[config.mk]
export PLATFORM = sky130hd
export DESIGN_NAME = seq_mult_cla
export DESIGN_NICKNAME = d
export VERILOG_FILES = /design/src/rtl/seq_mult_cla.sv
export SDC_FILE = /design/constraint.sdc
export NUM_CORES = 1
export LEC_CHECK = 0
export CAP_MARGIN = 20
export CORE_MARGIN = 3
export CORE_UTILIZATION = 45
export DETAILED_ROUTE_END_ITERATION = 6
export PLACE_DENSITY = 0.85
export SLEW_MARGIN = 10
export SYNTH_ARGS = -nofsm -noshare
export SYNTH_HDL_FRONTEND = slang
export SYNTH_SLANG_ARGS = --single-unit
[constraint.sdc]
create_clock -name clk -period 2.5 [get_ports clk]
set_input_delay 0.5 -clock clk [delete_from_list [all_inputs] [get_ports clk]]
set_output_delay 0.5 -clock clk [all_outputs]
set_load 0.1 [all_outputs]
[src/rtl/seq_mult_cla.sv]
// Sequential shift-and-add unsigned multiplier with a three-state handshake FSM.
// Each iteration adds through chained 4-bit carry look-ahead slices.
`timescale 1ns/1ps
module seq_mult_cla #(
  parameter int unsigned WIDTH = 4
) (
  input  logic               clk,
  input  logic               rst_n,
  input  logic               start,
  input  logic [WIDTH-1:0]   A,
  input  logic [WIDTH-1:0]   B,
  output logic               ready,
  output logic               product_valid,
  input  logic               product_ready,
  output logic [2*WIDTH-1:0] Product
);

  localparam int unsigned CntW   = $clog2(WIDTH + 1);
  localparam int unsigned Slices = WIDTH / 4;

  typedef enum logic [1:0] {StIdle, StRun, StDone} state_e;

  state_e             state_q, state_d;
  logic [WIDTH-1:0]   mcand_q, mcand_d;
  logic [WIDTH-1:0]   mplier_q, mplier_d;
  logic [WIDTH-1:0]   upper_q, upper_d;
  logic [CntW-1:0]    cnt_q, cnt_d;

  logic [WIDTH-1:0]   addend;
  logic [WIDTH-1:0]   sum;
  logic               sum_carry;
  logic [3:0]         slice_a, slice_b, slice_g, slice_p;
  logic [4:0]         slice_c;

  // A zero addend leaves upper unchanged with no carry when the multiplier LSB is 0.
  assign addend = mplier_q[0] ? mcand_q : '0;

  always_comb begin
    sum       = '0;
    sum_carry = 1'b0;
    slice_a   = '0;
    slice_b   = '0;
    slice_g   = '0;
    slice_p   = '0;
    slice_c   = '0;
    for (int s = 0; s < Slices; s++) begin
      slice_a    = upper_q[4*s +: 4];
      slice_b    = addend[4*s +: 4];
      slice_g    = slice_a & slice_b;
      slice_p    = slice_a ^ slice_b;
      slice_c[0] = sum_carry;
      slice_c[1] = slice_g[0] | (slice_p[0] & slice_c[0]);
      slice_c[2] = slice_g[1] | (slice_p[1] & slice_g[0])
                 | (slice_p[1] & slice_p[0] & slice_c[0]);
      slice_c[3] = slice_g[2] | (slice_p[2] & slice_g[1])
                 | (slice_p[2] & slice_p[1] & slice_g[0])
                 | (slice_p[2] & slice_p[1] & slice_p[0] & slice_c[0]);
      slice_c[4] = slice_g[3] | (slice_p[3] & slice_g[2])
                 | (slice_p[3] & slice_p[2] & slice_g[1])
                 | (slice_p[3] & slice_p[2] & slice_p[1] & slice_g[0])
                 | (slice_p[3] & slice_p[2] & slice_p[1] & slice_p[0] & slice_c[0]);
      sum[4*s +: 4] = slice_p ^ slice_c[3:0];
      sum_carry     = slice_c[4];
    end
  end

  always_comb begin
    state_d  = state_q;
    mcand_d  = mcand_q;
    mplier_d = mplier_q;
    upper_d  = upper_q;
    cnt_d    = cnt_q;
    unique case (state_q)
      StIdle: begin
        if (start) begin
          state_d  = StRun;
          mcand_d  = A;
          mplier_d = B;
          upper_d  = '0;
          cnt_d    = '0;
        end
      end
      StRun: begin
        // {carry, sum, multiplier} shifted right by one
        upper_d  = {sum_carry, sum[WIDTH-1:1]};
        mplier_d = {sum[0], mplier_q[WIDTH-1:1]};
        cnt_d    = cnt_q + CntW'(1);
        if (cnt_q == CntW'(WIDTH - 1)) begin
          state_d = StDone;
        end
      end
      StDone: begin
        if (product_ready) begin
          state_d = StIdle;
        end
      end
      default: state_d = StIdle;
    endcase
  end

  always_ff @(posedge clk or negedge rst_n) begin
    if (!rst_n) begin
      state_q  <= StIdle;
      mcand_q  <= '0;
      mplier_q <= '0;
      upper_q  <= '0;
      cnt_q    <= '0;
    end else begin
      state_q  <= state_d;
      mcand_q  <= mcand_d;
      mplier_q <= mplier_d;
      upper_q  <= upper_d;
      cnt_q    <= cnt_d;
    end
  end

  assign ready         = (state_q == StIdle);
  assign product_valid = (state_q == StDone);
  assign Product       = {upper_q, mplier_q};

endmodule

==> impl_metrics.yaml, run 1 <==
status:
  outcome: "finished, final reports clean"
synthesis:
  ys_types: 29
  synth_flop_cell: "dfrtp_1"
  synthesis.yosys.warnings: 0
  post_synth_instance_area_um2: 907.1
  postSynthCellCount: 81
  synth.net_count: 100
  async_set_or_reset_flop_fraction_in_the_synthesized_netlist_pct: 100.0
  synth_largest_area_cell: "dfrtp_1"
  count_of_flip_flops_with_a_built_in_enable_after_synthesis: 0
  ys_seq_area_share_pct: 46.90
  post-synth-top-area-fraction_pct: 46.90
  netlist_top_cells_area: "dfrtp_1, ha_1, mux2_2, o21ai_0, nand2_1"
  ys_seq_elements: 17
  synth_area_per_cell_um2: 11.20
cells_and_area:
  antenna-diode-count: 0
  num-nets-final: 123
  layout.core_utilization_pct: 61.72
  most-common-layout-cells: "dfrtp_1, clkdlybuf4s50_1, buf_4"
  fillCellCount: 158
  layout.cells.most_common: "dfrtp_1"
  drive_above_1_share_pct: 21.36
  final-seq-area_um2: 425.4
  syn2layout_area_growth_pct: 23.86
  multi_input_area_um2: 442.9
floorplan:
  die-area_um2: 2590
  fp-row-count: 15
  die_h_um: 50.90
  chipWidth_um: 50.90
  core_region_area_um2: 1821
  starting_density_of_the_core_pct: 49.83
  num_io_pins: 22
timing:
  fin_crit_ps: 1846
  finalHoldViolations: 0
  finClkSkew_ps: 12.39
  clock.fmax_ghz: 0.5417
  final_max_slew_viol_count: 0
  max_slew.worst_pin.slew_ps: 755.4
  finalSetupViolations: 0
  share_of_the_clock_period_used_by_the_worst_path_pct: 73.84
  timing.setup.tns_ps: 0
  max-slew-margin-rel_pct: 49.48
  unrepaired_setup_endpoints_after_global_routing: "false"
cts:
  clk_pin_slew_worst_paths_ps: 110
  cts.htree.levels: 1
  tritoncts_num_sinks: 17
  cts-root-buf: "clkbuf_4"
  cts_max_path_buffers: 2
  setup_repair_bufs_after_cts: 0
  cts_inserted_buffers: 3
  worstSkewPairLatency_ps: 300
  tritoncts: "done"
  cts_hold_buffers_added: 0
  cts_resized: 0
route:
  dr.pass1.iters: 3
  first_iter_violations: 4
  antenna_viol_nets_final: 0
  remaining_drc_errors: 0
  number_of_vias_in_the_routed_layout: 665
  route.final.wire_length_um: 1777
  route.detailed.vias_per_inst: 5.195
  drt-wirelength-per-cell_um: 13.88
critical_path:
  cp.arrival_ps: 1350
  critical_path.startpoint_type: "flop"
  worstPathRequired_ps: 2000
  path_max_fanout: 10
  worst_setup_path_end_kind: "primary output"
  crit_type: "flop to primary output"
global_routing:
  grt_first_pass_wirelength_um: 3077
  grt_util_all_layers_pct: 16.42
  first_global_vias: 707
  largest_net_degree_at_the_start_of_global_routing: 18
  grt-ovfl-total: 0
  antenna_found_initial: 0
place:
  finalWeightedCongestion: 0.7239
  portBuffers: 21
  dp_hpwl_um: 1332
hold_path:
  hold_path.class: "flop to flop"
run:
  maximum_capacitance_violations: 0
-- worst max-delay path, stage by stage (launching register included) --
cell	delay, ps
dfrtp_1	500
and2b_2	260
buf_4	280
-- through the flow --
stage	setup WS, ps	instances	instance area (um2)	hold slack (ps)
floorplan	250.3	81	907.1	204.4
global placement	465.2	124	1096	485.1
detailed placement	450.2	124	1096	492.3
CTS	645.2	128	1124	521.6
global route	572.3	128	1124	545.3
finish	654.0	128	1124	517.8
-- synth_stat cells (2+ instances only) --
library cell and n:
dfrtp_1 17, mux2_2 4, o21ai_0 7, and2_1 4, a22o_1 2, nor2b_1 4, a21oi_1 4, buf_6 2
ha_1 6, nand2_1 8, a22oi_1 2, o21bai_1 2, inv_1 3
-- cell families after synthesis --
kind of cell    share of synthesized area [%]
fa+ha+maj                               10.48
xor+xnor                               0.9657
flops                                   46.90
simple gates                            15.59
buf+inv                                 4.275
compound gates                          15.72
mux                                     6.069
-- flip-flops by register name, indices dropped and copies added, names as in the netlist --
register  cells
mcand_q       4
state_q       2
slice_a       4
cnt_q         3
mplier_q      4
-- path summary, 6_finish.rpt --
path / start / end / slack [ps] / cells after the start
worst max-delay path: state_q[0] / product_valid / 650 / 2
worst max register to register: mplier_q[0] / slice_a[3] / 890 / 5
min in group asynchronous: rst_n / state_q[0] / 630 / 1
worst min-delay path: mcand_q[1] / mcand_q[1] / 520 / 1
max in group asynchronous: rst_n / slice_a[3] / 1380 / 1
worst min register to register: mcand_q[1] / mcand_q[1] / 520 / 1
-- area by class of cell --
| cell class | count | area share (%) |
|---|---|---|
| Multi-Input combinational cell | 58 | 39.42 |
| Clock inverter | 1 | 0.4454 |
| Tap cell | 25 | 2.784 |
| Clock buffer | 3 | 2.004 |
| Timing Repair Buffer | 21 | 16.48 |
| Inverter | 3 | 1.002 |
| Sequential cell | 17 | 37.86 |
-- per-layer routing --
metal	global-route usage [%]	vias to the layer above	wire, um
li1	-	330	-
met1	19.51	313	767
met2	27.61	18	875
met3	2.332	4	92
met4	10.76	0	41
met5	0	-	0
Power of run 1 is left out: the tool's default activity adds up to more than one toggle a clock period on the data nets, which glitch-free logic cannot reach.
==> run 2: changes to the inputs <==
- clock period: 2.5 -> 1.85 ns (I/O delays scaled with it)
==> run 2 against run 1 <==
Compared with the run above: final cell count up 2.3%; design area grew 14%; critical path depth unchanged; hold slack got worse by 130 ps; setup slack worse by 470 ps; register-to-register slack got worse by 710 ps; core utilization is 8.5 points higher; sequential share of layout area decreased by 4.2 points; clock skew is 3.7 ps lower; non-clock buffer count rose by 3; first-iteration DRC count rose to 2.5 times the previous value; global-route usage down 0.26 points; critical path type unchanged.
==> impl_metrics.yaml, run 2 (synthesized netlist as in run 1, its figures left out) <==
status:
  outcome: "finished, final reports clean"
run:
  maximum_capacitance_violations: 0
cts:
  cts_hold_buffers_added: 0
  setup_repair_bufs_after_cts: 0
  cts_resized: 0
  tritoncts_num_sinks: 17
  cts.htree.levels: 1
  cts_max_path_buffers: 2
  worstSkewPairLatency_ps: 290
  cts-root-buf: "clkbuf_4"
  tritoncts: "done"
  cts_inserted_buffers: 3
  clk_pin_slew_worst_paths_ps: 100
critical_path:
  worstReg2RegStart: "mplier_q[0]"
  setup.reg_to_reg.worst_slack_ps: 180
  crit_type: "flop to primary output"
  crit_start: "state_q[0]"
  cp.arrival_ps: 1300
  worst_setup_path_end_kind: "primary output"
  worstPathRequired_ps: 1480
  path_max_fanout: 10
  critical_path.startpoint_type: "flop"
timing:
  finalSetupViolations: 0
  final_max_slew_viol_count: 0
  unrepaired_setup_endpoints_after_global_routing: "false"
  fin_crit_ps: 1670
  max_slew.worst_pin.slew_ps: 566.4
  finClkSkew_ps: 8.695
  finalHoldViolations: 0
  max-slew-margin-rel_pct: 62.16
  holdWs_ps: 391.8
  share_of_the_clock_period_used_by_the_worst_path_pct: 90.28
  timing.setup.tns_ps: 0
  clock.fmax_ghz: 0.5987
floorplan:
  chipWidth_um: 50.90
  fp-row-count: 15
  num_io_pins: 22
  die-area_um2: 2590
  die_h_um: 50.90
  core_region_area_um2: 1821
  starting_density_of_the_core_pct: 49.83
route:
  remaining_drc_errors: 0
  route.detailed.vias_per_inst: 5.313
  drt-wirelength-per-cell_um: 14.11
  antenna_viol_nets_final: 0
  dr.pass1.iters: 4
  first_iter_violations: 10
  route.final.wire_length_um: 1849
  number_of_vias_in_the_routed_layout: 696
cells_and_area:
  antenna-diode-count: 0
  multi_input_area_um2: 445.4
  syn2layout_area_growth_pct: 40.97
  final-seq-area_um2: 430.4
  most-common-layout-cells: "dfrtp_1, clkdlybuf4s50_1, buf_12"
  num-nets-final: 126
  fillCellCount: 142
  drive_above_1_share_pct: 28.30
  final_area_um2: 1279
  layout.core_utilization_pct: 70.24
  layout.cells.most_common: "dfrtp_1"
global_routing:
  grt-ovfl-total: 0
  grt_first_pass_wirelength_um: 3084
  first_global_vias: 692
  antenna_found_initial: 0
  grt_util_all_layers_pct: 16.16
  largest_net_degree_at_the_start_of_global_routing: 18
place:
  placement.cell_area_um2: 1251
  portBuffers: 21
  finalWeightedCongestion: 0.7455
  dp_hpwl_um: 1364
hold_path:
  hold_path.class: "input pin to asynchronous set/reset pin"
## run 2: cell count changes in the layout (fill, tap and decap cells not counted), sizes merged
cell	previous run	this run
buf	10	13
## run 2: layer usage
layer  GRT usage, %  up-vias  share of wire (%)
met5              0        -                  0
met1          19.28      330                 43
met2          27.17       27                 48
li1               -      331                  -
met4          6.726        0                1.7
met3          4.665        8                7.2
## run 2: metrics by stage
step | setup WS [ps] | cells
floorplan | 76.93 | 81
global placement | 100.4 | 127
detailed placement | 109.5 | 127
CTS | 172.7 | 131
global route | 81.77 | 131
finish | 179.9 | 131
## run 2: final cells by class
cell class | instances | area share (%)
Clock inverter | 1 | 0.3914
Sequential cell | 17 | 33.66
Timing Repair Buffer | 24 | 26.03
Clock buffer | 3 | 1.761
Inverter | 3 | 0.8806
Multi-Input combinational cell | 58 | 34.83
Tap cell | 25 | 2.446
## run 2: final timing paths
kind                                  to  cells after the start
min in group clk              mcand_q[2]                      1
max                        product_valid                      2
min                           state_q[1]                      2
max in group asynchronous    mplier_q[0]                      2
min reg2reg                   mcand_q[2]                      1
max reg2reg                   slice_a[3]                      5
## run 2: worst max-delay path, cell delays in order, from the launching register on
cell,delay [ps]
dfrtp_1,550
and2b_2,290
buf_12,170
Power of run 2 is left out for the same reason.
==> run 3: changes to the inputs <==
- CTS_CLUSTER_DIAMETER: unset -> 120
==> results of run 3 <==
No change in the layout: final DEF, timing and power equal those of run 2.
Power of run 3 is left out for the same reason.
==> edit 1: new RTL, settings of run 1 <==
The parameter `WIDTH` goes from 4 to 8.
--- a/src/rtl/seq_mult_cla.sv
+++ b/src/rtl/seq_mult_cla.sv
@@ -2,7 +2,7 @@
 // Each iteration adds through chained 4-bit carry look-ahead slices.
 `timescale 1ns/1ps
 module seq_mult_cla #(
-  parameter int unsigned WIDTH = 4
+  parameter int unsigned WIDTH = 8
 ) (
   input  logic               clk,
   input  logic               rst_n,
Interface: changed (resized A, B and Product); port bits go from 22 to 38. The function was not compared with the original's and may differ.
==> edit 1 against run 1 <==
- synthesized area increased by 76%
- non-clock buffer count is 22 higher
- register-to-register slack got worse by 0.55 ns
- final area grew 82%
- largest cell class unchanged
- routed wire length up 95%
- core utilization increased by 2.2 points
- highest routed layer unchanged
- sequential cell count grew 13
- setup slack got worse by 0.32 ns
- final cell count is 110% higher
Power is left out: the tool's default activity adds up to more than one toggle a clock period on the data nets, which glitch-free logic cannot reach.
==> edit 1: results (changes against run 1) <==
Run status
  – Status: completed

GRT
  – GR Util All Layers: 0.190 (+0.0259)
  – GR Util met1: 0.232 (+0.0365)
  – Vias in the first global route: 1338 (+89%)
  – Met3 Use GR: 0.0735 (+0.0502)
  – Largest net degree at the start of global routing: 25 (+7)
  – First-pass GRT wire length: 6150 µm (+100%)
  – GR Layer Usage met2: 0.316 (+0.0400)

Yosys
  – Seq/Total Area, Yosys: 0.471 (+0.00199)
  – Area contributors post-synth: dfrtp_1 (47%), nand2_1 (12%), ha_1 (7.1%)
  – Post-synthesis adder-cell area fraction: 0.0958 (-0.00907)
  – Synth Area in XOR/XNOR: 0.0220 (+0.0123)
  – Cell variety after synth: 32 (+10%)
  – Synth cell count leaders: nand2_1 (50), dfrtp_1 (30), nor2_1 (12)
  – Mux contribution to synthesized area: 0 (-0.0607)
  – Fraction of registers with async set/reset: 1.00 (unchanged)
  – Syn Nets: 206 (+110%)
  – Compound-Gate Fraction of Synth Area: 0.138 (-0.0191)

Drt
  – # DRC: 0 (unchanged)
  – Routed met1 length: 1500 µm (+95%)
  – Routed len/inst: 13.1 µm (-5.3%)
  – 1st-iter DRT viols: 70 (+66)
  – Vias per cell: 5.21 (+0.19%)
  – WL met3: 200 µm (+120%)
  – Drt pass-1 iters: 6 (+3)
  – Metal2 WL: 1720 µm (+97%)
  – Top sig layer: met4

Clock network
  – CTS buffer count: 5 (+2)
  – H-tree depth: 2 (+1)
  – PostCTS Resize Cnt: 0 (unchanged)
  – Clk_lat worst skew: 0.34 ns (+0.04 ns)
  – Clk buf depth: 2 (unchanged)

Finish
  – Fillers: 273 (+73%)
  – Nets: 249 (+100%)
  – Share of post-route cells with drive strength above 1: 0.164 (-0.0492)
  – Biggest regs: mcand_q x8, mplier_q x8, upper_q x8
  – Antenna diodes: 0 (unchanged)

Timing
  – Slew @ Worst Pin: 0.670 ns (-0.0854 ns)
  – Clock Skew: 0.00536 ns (-0.00703 ns)

Place
  – Post-DP HPWL: 2570 µm (+93%)
  – IO buf count: 37 (+76%)
  – GPL Wtd Cong: 0.790 (+9.2%)

Hold path
  – Beginning of the worst hold path: mcand_q[7]
  – Hold-critical path depth: 2 (+1)
  – Hold worst-path end: mcand_q[7]

Worst setup path
  – Crit path max fanout: 10 (unchanged)
  – R2R Setup Slk: 0.34 ns (-0.55 ns)
  – R2r worst-path depth: 7 (+2)
  – Worst reg2reg path endpoint: upper_q[4]
  – Critical R2R Launch: mplier_q[0]
  – CP arrival: 2.36 ns (+1.01 ns)
[edit 1: cell types whose count changed after synthesis, sizes merged, moves of 4 or more]
| cell | before | now |
|---|---|---|
| dfrtp | 17 | 30 |
| nand3 | 1 | 9 |
| a31oi | 0 | 8 |
| mux2 | 4 | 0 |
| clkbuf | 0 | 5 |
| nor2 | 1 | 12 |
| nand2 | 8 | 50 |
[edit 1: worst max-delay path, cell delays in order (launching register included)]
cell and delay [ns]:
dfrtp_2 0.48, and2_1 0.16, ha_1 0.32, a41o_1 0.26
o21bai_4 0.18, fa_1 0.38, xnor2_1 0.15, o21ai_0 0.09
[edit 1: area by class of cell]
cell class / instances / area, µm² / share of cell area
multi-input cells: 133 / 792 / 0.387
flip-flops and latches: 30 / 752 / 0.367
repair buffers: 43 / 370 / 0.181
clock buffers: 7 / 55.1 / 0.0269
well taps: 44 / 55.1 / 0.0269
inverters: 5 / 18.8 / 0.00916
clock inverters: 1 / 5.00 / 0.00244
[edit 1: through the flow]
step / util / hold slack [ns] / cells / cell area [µm²] / setup slack [ns]
final: 0.639 / 0.474 / 263 / 2050 / 0.338
after global routing: 0.639 / 0.518 / 263 / 2050 / 0.195
after CTS: 0.639 / 0.478 / 263 / 2050 / 0.330
after detailed placement: 0.621 / 0.454 / 255 / 1990 / 0.347
after global placement: 0.621 / 0.452 / 255 / 1990 / 0.405
after floorplan: - / 0.204 / 175 / 1600 / 0.0448
[edit 1: worst max-delay path by stage]
stage	end	depth (start not counted)
2_1_floorplan	upper_q[4]	6
3_3_place_gp	upper_q[4]	7
3_5_place_dp	upper_q[4]	7
4_1_cts	upper_q[4]	7
5_1_grt	upper_q[4]	7
6_report	upper_q[4]	7
==> edit 2: new RTL, config.mk and constraints of run 1 <==
Made on the original files. Re-encode `state_e` (3 states) as one-hot, 3 bits wide.
--- a/src/rtl/seq_mult_cla.sv
+++ b/src/rtl/seq_mult_cla.sv
@@ -18,7 +18,7 @@
   localparam int unsigned CntW   = $clog2(WIDTH + 1);
   localparam int unsigned Slices = WIDTH / 4;
 
-  typedef enum logic [1:0] {StIdle, StRun, StDone} state_e;
+  typedef enum logic [2:0] {StIdle = 3'b001, StRun = 3'b010, StDone = 3'b100} state_e;
 
   state_e             state_q, state_d;
   logic [WIDTH-1:0]   mcand_q, mcand_d;
Formal check against the unedited RTL: same outputs for any inputs over 10 cycles, from zero or initial values and one cycle with rst_n low; not proved beyond that.
==> edit 2 against run 1 <==
- sequential cell count up 1
- die area is 2.8% higher
- largest cell class is now registers
- core utilization up 2.0 points
- setup slack got worse by 0.17 ns
- highest routed layer unchanged
- routed wire length rose by 7.2%
- synthesized area rose by 3.2%
- clock skew is 0.0093 ns lower
- final area up 4.3%
Power is left out: the tool's default activity adds up to more than one toggle a clock period on the data nets, which glitch-free logic cannot reach.
==> edit 2: results (changes against run 1) <==
Worst setup path
  – Slowest cell on the critical path: dfstp_2
  – Crit path max fanout: 7 (-3)
  – Critical path's largest stage delay: 0.60 ns (+0.10 ns)
  – CP arrival: 1.52 ns (+0.17 ns)

Timing
  – Clock Skew: 0.00306 ns (-0.00933 ns)
  – Max-slew headroom: 0.472 (-0.0232)

Yosys
  – Seq/Total Area, Yosys: 0.483 (+0.0137)
  – Syn Nets: 111 (+11%)
  – Area contributors post-synth: dfrtp_1 (45%), nand2_1 (8.8%), ha_1 (8.0%)
  – Cell variety after synth: 31 (+6.9%)
  – Warning count from the yosys run: 0 (unchanged)
  – Synth cell count leaders: nand2_1 (22), dfrtp_1 (17), ha_1 (6)

Drt
  – Drt pass-1 iters: 4 (+1)
  – 1st-iter DRT viols: 19 (+15)
  – Routed WL: 1910 µm (+7.2%)
  – Vias post-DR: 738 (+11%)

Hold path
  – Worst Hold Class: flop to flop

Finish
  – Share of post-route cells with drive strength above 1: 0.167 (-0.0469)
  – Nets: 134 (+8.9%)
  – Fillers: 163 (+3.2%)

Run status
  – Status: completed

GRT
  – First-pass GRT wire length: 3250 µm (+5.6%)
  – GR Util All Layers: 0.164 (+0.000265)

Place
  – GPL Wtd Cong: 0.746 (+3.0%)
  – Post-DP HPWL: 1430 µm (+7.2%)
  – Placed inst area: 0.00115 mm² (+4.6%)

Clock network
  – # Post-CTS Setup Buffers: 0 (unchanged)
  – Root Driver: clkbuf_4
edit 2: worst min-delay path, delay by kind of cell, from the launching register on:
| family | cells | cell delay, ns |
|---|---|---|
| DFF | 1 | 0.35 |
| and+or+nand+nor | 2 | 0.11 |
edit 2: per-layer routing:
metal,vias to the layer above,GRT usage,part of all wire,wire length (µm)
met4,0,0.0349,0.0063,12
met3,2,0.0659,0.057,109
met1,358,0.206,0.44,844
li1,362,-,-,-
met2,16,0.267,0.49,938
met5,-,0,0,0
edit 2: logic make-up after synthesis:
family	count (synthesis)	synth area share
compound gates	17	0.136
simple gates	43	0.234
buf+inv	6	0.0361
xor+xnor	1	0.00936
flops	18	0.483
fa+ha+maj	7	0.102
edit 2: through the flow:
stage / std cells / setup slack [ns] / setup TNS (ns) / util
after global placement: 135 / 0.562 / 0 / 0.623
after detailed placement: 135 / 0.516 / 0 / 0.623
after CTS: 139 / 0.473 / 0 / 0.637
final: 139 / 0.484 / 0 / 0.637
after floorplan: 92 / -0.674 / -1.34 / -
after global routing: 139 / 0.408 / 0 / 0.637
edit 2: final timing paths:
path / startpoint / to / slack (ns) / cells past startpoint
max: state_q[0] / ready / 0.48 / 3
min in group asynchronous: rst_n / slice_a[2] / 0.66 / 1
max reg2reg: mplier_q[0] / slice_a[1] / 0.86 / 5
min: mcand_q[0] / mcand_q[0] / 0.48 / 2
max in group asynchronous: rst_n / slice_a[3] / 1.35 / 1
min reg2reg: mcand_q[0] / mcand_q[0] / 0.48 / 2
edit 2: final cells by class:
| type | count | area [µm²] | area share |
|---|---|---|---|
| Timing Repair Buffer | 22 | 205 | 0.175 |
| Inverter | 2 | 7.51 | 0.00640 |
| Sequential cell | 18 | 452 | 0.385 |
| Tap cell | 25 | 31.3 | 0.0267 |
| Clock buffer | 4 | 26.3 | 0.0224 |
| Multi-Input combinational cell | 68 | 450 | 0.384 |
